## src/rtl/cook_pkg.sv

```systemverilog
// Shared types and constants for the microwave cook sequencer.
package cook_pkg;

    typedef enum logic [2:0] {
        IDLE  = 3'd0,
        ENTRY = 3'd1,
        COOK  = 3'd2,
        PAUSE = 3'd3,
        DONE  = 3'd4
    } state_t;

    typedef enum logic [2:0] {
        OP_HOLD,
        OP_CLEAR,
        OP_SHIFT,
        OP_DEC,
        OP_ADD30,
        OP_QUICK
    } time_op_t;

    localparam logic [15:0] BCD_ZERO   = 16'h0000;
    localparam logic [15:0] QUICK_TIME = 16'h0030;
    localparam logic [15:0] BCD_MAX    = 16'h9959;

endpackage

```

## src/rtl/bcd_time_reg.sv

```systemverilog
// MM:SS BCD cook-time register: clear, digit shift-in, one-second decrement,
// and (with QUICK_START_EN) quick-start load and saturating +30 s.
module bcd_time_reg
    import cook_pkg::*;
(
    input  logic        clk,
    input  logic        rst,
    input  time_op_t    op,
    input  logic [3:0]  digit,
    output logic [15:0] time_bcd,
    output logic        is_zero,
    output logic        is_one
);

    // Seconds digits above 5 are only reachable by entry; they count down
    // digit-wise like any other value (0:90 -> 0:89).
    function automatic logic [15:0] bcd_dec(input logic [15:0] t);
        logic [3:0] m1, m0, s1, s0;
        {m1, m0, s1, s0} = t;
        if (s0 != 4'd0) begin
            s0 = s0 - 4'd1;
        end else begin
            s0 = 4'd9;
            if (s1 != 4'd0) begin
                s1 = s1 - 4'd1;
            end else begin
                s1 = 4'd5;
                if (m0 != 4'd0) begin
                    m0 = m0 - 4'd1;
                end else begin
                    m0 = 4'd9;
                    m1 = m1 - 4'd1;
                end
            end
        end
        return {m1, m0, s1, s0};
    endfunction

`ifdef QUICK_START_EN
    function automatic logic [15:0] bcd_add30(input logic [15:0] t);
        logic [3:0] m1, m0, s1, s0;
        {m1, m0, s1, s0} = t;
        if (s1 >= 4'd3) begin
            // s1 + 3 rolls past the sixty-second boundary into the minutes
            s1 = s1 - 4'd3;
            if (m1 == 4'd9 && m0 == 4'd9) begin
                return BCD_MAX;
            end else if (m0 == 4'd9) begin
                m0 = 4'd0;
                m1 = m1 + 4'd1;
            end else begin
                m0 = m0 + 4'd1;
            end
        end else begin
            s1 = s1 + 4'd3;
        end
        return {m1, m0, s1, s0};
    endfunction
`endif

    always_ff @(posedge clk) begin
        if (rst) begin
            time_bcd <= BCD_ZERO;
        end else begin
            unique case (op)
                OP_CLEAR: time_bcd <= BCD_ZERO;
                OP_SHIFT: time_bcd <= {time_bcd[11:0], digit};
                OP_DEC:   time_bcd <= bcd_dec(time_bcd);
`ifdef QUICK_START_EN
                OP_ADD30: time_bcd <= bcd_add30(time_bcd);
                OP_QUICK: time_bcd <= QUICK_TIME;
`endif
                default:  time_bcd <= time_bcd;
            endcase
        end
    end

    assign is_zero = (time_bcd == BCD_ZERO);
    assign is_one  = (time_bcd == 16'h0001);

endmodule

```

## src/rtl/cook_sequencer.sv

```systemverilog
// Microwave cook-cycle sequencer: keypad time entry, start/stop/clear/door
// handling, 1 s countdown and done beep. Optional macro: QUICK_START_EN.
module cook_sequencer
    import cook_pkg::*;
#(
    parameter int unsigned TICK_DIV  = 50_000_000,
    parameter int unsigned BEEP_SECS = 3
) (
    input  logic        clk,
    input  logic        rst,
    input  logic        startn,
    input  logic        stopn,
    input  logic        clearn,
    input  logic        door_closed,
    input  logic        key_valid,
    input  logic [3:0]  key_digit,
    output logic        mag,
    output logic        timer_done,
    output logic        done_beep,
    output logic [15:0] time_bcd,
    output logic [2:0]  state
);

    localparam int unsigned PW = (TICK_DIV > 1) ? $clog2(TICK_DIV) : 1;
    localparam int unsigned BW = (BEEP_SECS > 1) ? $clog2(BEEP_SECS) : 1;
    localparam logic [PW-1:0] PRESC_LAST = PW'(TICK_DIV - 1);
    localparam logic [BW-1:0] BEEP_LAST  = BW'(BEEP_SECS - 1);

    state_t          cur, nxt;
    time_op_t        op;
    logic [PW-1:0]   presc, presc_nxt;
    logic [BW-1:0]   beep_cnt;
    logic            start_q, stop_q, clear_q;
    logic            start_p, stop_p, clear_p;
    logic            tick, key_ok, is_zero, is_one;

    assign start_p = start_q & ~startn;
    assign stop_p  = stop_q & ~stopn;
    assign clear_p = clear_q & ~clearn;
    assign tick    = (presc == PRESC_LAST);
    assign key_ok  = key_valid & (key_digit <= 4'd9);

    bcd_time_reg u_time (
        .clk      (clk),
        .rst      (rst),
        .op       (op),
        .digit    (key_digit),
        .time_bcd (time_bcd),
        .is_zero  (is_zero),
        .is_one   (is_one)
    );

    always_ff @(posedge clk) begin
        if (rst) begin
            cur      <= IDLE;
            presc    <= '0;
            beep_cnt <= '0;
            start_q  <= 1'b1;
            stop_q   <= 1'b1;
            clear_q  <= 1'b1;
        end else begin
            cur      <= nxt;
            presc    <= presc_nxt;
            start_q  <= startn;
            stop_q   <= stopn;
            clear_q  <= clearn;
            if (cur != DONE)
                beep_cnt <= '0;
            else if (tick)
                beep_cnt <= beep_cnt + 1'b1;
        end
    end

    always_comb begin
        nxt        = cur;
        op         = OP_HOLD;
        timer_done = 1'b0;
        unique case (cur)
            IDLE: begin
`ifdef QUICK_START_EN
                if (start_p && door_closed) begin
                    op  = OP_QUICK;
                    nxt = COOK;
                end else
`endif
                if (key_ok) begin
                    op  = OP_SHIFT;
                    nxt = ENTRY;
                end
            end
            ENTRY: begin
                if (clear_p) begin
                    op  = OP_CLEAR;
                    nxt = IDLE;
                end else if (start_p && door_closed && !is_zero) begin
                    nxt = COOK;
`ifdef QUICK_START_EN
                end else if (start_p && door_closed) begin
                    op  = OP_QUICK;
                    nxt = COOK;
`endif
                end else if (key_ok) begin
                    op = OP_SHIFT;
                end
            end
            COOK: begin
                if (clear_p) begin
                    op  = OP_CLEAR;
                    nxt = IDLE;
                end else if (stop_p || !door_closed) begin
                    nxt = PAUSE;
`ifdef QUICK_START_EN
                // An add landing on a tick takes precedence; that tick is skipped.
                end else if (start_p) begin
                    op = OP_ADD30;
`endif
                end else if (tick) begin
                    op = OP_DEC;
                    if (is_one) begin
                        nxt        = DONE;
                        timer_done = 1'b1;
                    end
                end
            end
            PAUSE: begin
                if (clear_p || stop_p) begin
                    op  = OP_CLEAR;
                    nxt = IDLE;
                end else if (start_p && door_closed) begin
                    nxt = COOK;
                end
            end
            DONE: begin
                if (start_p || stop_p || clear_p || !door_closed)
                    nxt = IDLE;
                else if (tick && beep_cnt == BEEP_LAST)
                    nxt = IDLE;
            end
            default: begin
                op  = OP_CLEAR;
                nxt = IDLE;
            end
        endcase
    end

    // The prescaler freezes on the way into PAUSE and on the way back out,
    // so a resumed cook finishes the partially elapsed second.
    always_comb begin
        presc_nxt = '0;
        if (nxt == IDLE || nxt == ENTRY)
            presc_nxt = '0;
        else if (nxt == PAUSE || cur == PAUSE)
            presc_nxt = presc;
        else if (cur == COOK || cur == DONE)
            presc_nxt = tick ? '0 : presc + 1'b1;
        else
            presc_nxt = '0;
    end

    assign mag       = (cur == COOK) & door_closed & ~rst;
    assign done_beep = (cur == DONE);
    assign state     = cur;

endmodule

```

## config.mk

```make
export PLATFORM = sky130hd
export DESIGN_NAME = cook_sequencer
export DESIGN_NICKNAME = d
export VERILOG_FILES = /design/src/rtl/cook_pkg.sv /design/src/rtl/bcd_time_reg.sv /design/src/rtl/cook_sequencer.sv
export SDC_FILE = /design/constraint.sdc
export NUM_CORES = 1
export LEC_CHECK = 0
export CORE_MARGIN = 2
export CORE_UTILIZATION = 55
export CTS_BUF_LIST = sky130_fd_sc_hd__clkbuf_8 sky130_fd_sc_hd__clkbuf_16
export DETAILED_ROUTE_END_ITERATION = 8
export PLACE_DENSITY = 0.85
export SYNTH_ARGS = -nofsm -noshare
export SYNTH_HDL_FRONTEND = slang
export SYNTH_SLANG_ARGS = --single-unit
```

## constraint.sdc

```tcl
create_clock -name clk -period 3.1 [get_ports clk]
set_clock_uncertainty 0.15 [all_clocks]
set_input_delay 0.93 -clock clk [delete_from_list [all_inputs] [get_ports clk]]
set_output_delay 0.93 -clock clk [all_outputs]
set_load 0.01 [all_outputs]
```

Yosys cells after proc, flatten, opt, wreduce, memory -nomap -nowiden

Index checks and enable logic that the tools add are counted.

$add $sub $neg: 6
Order comparisons: 1
Reductions and logical operators: 25
Mux-type cells: 37
Eq/ne operators: 16
Bitwise logic cells: 10

Operators with widths:

| cell                                                  | count |
|---|---|
| two-way mux 26 bit                                    | 2 |
| case mux 16 bit (3 select lines)                      | 1 |
| two-way mux 3 bit                                     | 13 |
| two-way mux 4 bit                                     | 9 |
| case mux 3 bit (5 select lines)                       | 2 |
| adder 26 x 1 -> 26 bit, second input constant         | 1 |
| == test 26 bit, second input constant                 | 1 |
| == test 16 x 1 -> 1 bit, second input constant        | 1 |
| zero test 16 bit                                      | 1 |
| subtractor 4 x 1 -> 4 bit, second input constant      | 4 |
| == test 3 x 2 -> 1 bit, second input constant         | 5 |
| nonzero test 4 bit                                    | 3 |
| == test 3 x 1 -> 1 bit, second input constant         | 3 |
| logical OR 1 bit                                      | 8 |
| two-way mux 2 bit                                     | 4 |
| bitwise AND 1 bit                                     | 6 |
| zero test 3 bit                                       | 2 |
| two-way mux 1 bit                                     | 6 |
| != test 2 bit, second input constant                  | 3 |
| less-or-equal comparator 4 bit, second input constant | 1 |
| inverter 1 bit                                        | 4 |
| AND reduction 4 bit                                   | 1 |
| OR reduction 2 bit                                    | 2 |
| == test 3 bit, second input constant                  | 1 |
| other kinds (8)                                       | 11 |

Word-level logic and storage cells: 105
Bits in registers: 50
Input bits: 11

Depth between registers and ports, before layout

Word-level depth: 10
Mapped depth: 9

Hierarchy

From an unflattened synthesis, not the netlist that was laid out.

Cell total of the unflattened synthesis: 416
Area total of the unflattened synthesis: 3,241.9 µm²

Modules (own cells, without submodules):

| module         | cells an instance | area an instance (µm²) | seq. area each (µm²) | times used |
|---|---|---|---|---|
| cook_sequencer | 271               | 2,110.8                | 680.7                | 1 |
| bcd_time_reg   | 145               | 1,131.1                | 320.3                | 1 |

Worst setup path after synthesis

Ideal clock, no wire load.

Path type: input port to output port
From: in stopn
To: out timer_done
Path buffers: 2
Required time: 2.020 ns
Slack: -0.074 ns
Stages: 6
Arrival time: 2.094 ns
Cells stage by stage: nand2b_1 > nand3_1 > or4_1 > buf_2 > buf_6 > nor2_1

Cells in the longest elaborated chain, start to end: 6

RTL lines:

| element           | line                  | RTL |
|---|---|---|
| start, declared   | cook_sequencer.sv:12  | `input logic stopn,` |
| inverter 1 bit    | cook_sequencer.sv:38  | `assign stop_p = stop_q & ~stopn;` |
| bitwise AND 1 bit | cook_sequencer.sv:38  |  |
| logical OR 1 bit  | cook_sequencer.sv:110 | `end else if (stop_p \|\| !door_closed) begin` |
| two-way mux 1 bit | cook_sequencer.sv:110 |  |
| two-way mux 1 bit | cook_sequencer.sv:107 | `if (clear_p) begin` |
| two-way mux 1 bit | cook_sequencer.sv:78  | `unique case (cur)` |
| end, declared     | cook_sequencer.sv:18  | `output logic timer_done,` |

Every way passes these cells.

Worst setup path after layout

From: reg presc[24]
To: out timer_done

Cells in the longest elaborated chain, start to end: 5

RTL lines:

| element                | line                  | RTL |
|---|---|---|
| start, declared        | cook_sequencer.sv:31  | `logic [PW-1:0] presc, presc_nxt;` |
| start signal, assigned | cook_sequencer.sv:63  | `presc <= presc_nxt;` |
| == test 26 bit         | cook_sequencer.sv:40  | `assign tick = (presc == PRESC_LAST);` |
| two-way mux 1 bit      | cook_sequencer.sv:117 | `end else if (tick) begin` |
| two-way mux 1 bit      | cook_sequencer.sv:110 |  |
| two-way mux 1 bit      | cook_sequencer.sv:107 |  |
| two-way mux 1 bit      | cook_sequencer.sv:78  |  |

Every way passes these cells.

==> results.cfg <==
[synthesis]
syn_inst = 428
synth-seq-cells = 50
yosysTopAreaCell = dfxtp_1
avgSynthCellArea_um2 = 7.73
ys_seq_area_share_pct = 30.3
synth_edf_count = 0
syn_nets = 448
synthesis.area_mm2 = 0.00331
yosysUniqueCellTypes = 66
synth.area.top_cells = dfxtp_1 30%, a21oi_1 7.7%, o21ai_0 4.7%, nor2_1 4.5%, ha_1 3.4%
synth.top_cell.area_share_pct = 30.3
ys_async_sr_fraction_pct = 0
synth_flop_cell = dfxtp_1
yosysWarningCount = 0

[placement]
gp_congestion = 0.981
dp_hpwl_mm = 7.04
io_buffers = 32

[setup_path]
slowest_stage = or4_4
endpoint_kind = output port
path_delay_family = simple AND/OR/NAND/NOR gates
required_ns = 2.02
critPathMaxStageDelay_ns = 0.57
critical_path_class = flip-flop to output port
worstPathCellList = nor4_1, nand4_1, or4_4, nor2_2, buf_2
crit_path_start_kind = flip-flop
path_max_fanout = 2
crit_arrival_ns = 1.97
path_buf_inv = 1

[global_routing]
first_global_vias = 3401
antenna_found_initial = 0
grt_pass1_wl_mm = 16.1
grt_max_degree = 26
grt_overflow = 0
grt_usage_pct = 30.8

[clock_tree]
clock-sinks = 50
h-tree-depth = 2
hold_buffers = 0
clk_pin_slew_worst_paths_ns = 0.10
cts_buffer_depth = 2
cts_made_buffers = 5
cts_tree = built
cts_root_buf = clkbuf_8
clk_latency_ns = 0.31

[finish]
layout_common_cells = 69 x buf_4, 51 x a21oi_1, 48 x dfxtp_1
layout_commonest_cell = buf_4
post-route-util_pct = 73.7
multi_input_area_mm2 = 0.00216
num-nets-final = 534
drive_gt1_share_pct = 23.9
area_growth_pct = 30.4
antenna_cells = 0
seq_area_mm2 = 0.00100
fill_cells = 417

[job]
max_cap_violations = 0

[hold_path]
min_path_type = flip-flop to flip-flop

[routing]
vias = 3814
ant_nets = 0
wl_met1_mm = 4.24
viasPerCell = 6.46
route.met2.wl_mm = 4.77
drtIter0Drc = 332
top_layer_used = met4
wirelength_mm = 10.1
drt_pass1_iterations = 5
wl_met3_um = 837
wire_per_inst_um = 17.1
drc = 0

[die]
core-area_mm2 = 0.00585
row_count = 28
initial_core_util_pct = 56.5
fp.dieH_um = 81.5
num_io_pins = 33
die-width_um = 81.5
die_area_mm2 = 0.00665

[timing]
worst_pin_slew_ns = 0.700
fmax_mhz = 328
period_minus_slack_ns = 3.05
finalMaxSlewViolations = 0
setup_viol = 0
hold_viol = 0
relSlewSlack_pct = 52.9
finalCritPeriodShare_pct = 98.5

[pwr]
leakage_nw = 1.52
peakVddDrop_uv = 227
power_mw = 1.48
p_per_area_mw_per_mm2 = 343

[status]
outcome = complete, no violations
stage by stage:
stage / cells / hold slack (ns) / area [µm²] / setup slack, ns / setup TNS [ns]
global placement: 575 / 0.317 / 4140 / -0.689 / -8.07
finish: 590 / 0.371 / 4310 / 0.0479 / 0
global route: 590 / 0.396 / 4310 / -0.00307 / -0.00307
floorplan: 428 / 0.303 / 3320 / 0.00884 / 0
CTS: 590 / 0.365 / 4300 / 0.00438 / 0
detailed placement: 575 / 0.342 / 4140 / -0.745 / -7.48
routing by layer:
metal / GRT usage [%] / vias up
met5: 0 / -
met4: 11.0 / 0
met1: 41.6 / 1774
li1: - / 1768
met3: 3.74 / 32
met2: 50.3 / 240
Yosys cell counts, types with 8 or more instances:
library cell,number
ha_1,9
clkbuf_1,8
nand3_1,10
nand2_1,30
a31oi_1,13
or3_1,15
o21ai_0,31
nand4_1,8
buf_2,16
inv_1,16
nor3_1,9
nor2_1,40
dfxtp_1,50
a21oi_1,51
or4_1,10
worst paths after layout:
path	slack [ns]	endpoint	startpoint	cells past startpoint
setup / recovery	0.05	timer_done	presc[24]	5
hold / removal	0.37	presc[25]	presc[25]	2
setup reg to reg	0.24	presc[20]	u_time.time_bcd[12]	10
hold reg to reg	0.37	presc[25]	presc[25]	2
power breakdown:
| part | internal (mW) | switching, mW | total, mW |
|---|---|---|---|
| Sequential | 0.659 | 0.0209 | 0.680 |
| Clock | 0.238 | 0.230 | 0.468 |
| Combinational | 0.157 | 0.174 | 0.331 |
worst reg2reg max path, delay by kind of cell, from the launching register on:
kind | cells | cell delay, ns
adder cells (fa/ha/maj) | 1 | 0.20
AO/OA/AOI/OAI | 3 | 0.63
AND/OR/NAND/NOR | 3 | 0.97
flip-flops | 1 | 0.36
buffers and inverters | 3 | 0.48
state kept, by name (all words and copies together), names as in the netlist:
| register | flops |
|---|---|
| clear_q | 1 |
| start_q | 1 |
| stop_q | 1 |
| u_time.time_bcd | 16 |
| beep_cnt | 2 |
| state | 3 |
| presc | 26 |
final cells by class:
| cell class | count | area share, % |
|---|---|---|
| sequential | 50 | 23.3 |
| inverter | 17 | 1.48 |
| clock inverter | 3 | 0.929 |
| timing repair buffer | 104 | 20.3 |
| tap | 75 | 2.18 |
| clock buffer | 5 | 1.60 |
| multi-input combinational | 336 | 50.2 |
kinds of logic after synthesis:
logic type | count (synthesis) | synth area share, %
flops | 50 | 30.3
compound gates | 137 | 26.4
fa+ha+maj | 9 | 3.41
mux | 1 | 0.303
buf+inv | 42 | 5.60
xor+xnor | 4 | 1.06
simple gates | 185 | 33.0
repair_timing:
| item | CTS | global route |
|---|---|---|
| pin swaps | 4 | 0 |
| gates resized for setup | 20 | 5 |
| buffers inserted | 7 | 0 |
| setup endpoints to repair | 2 | 6 |
| gates cloned | 0 | 0 |
(Power assumes the default switching activity.)
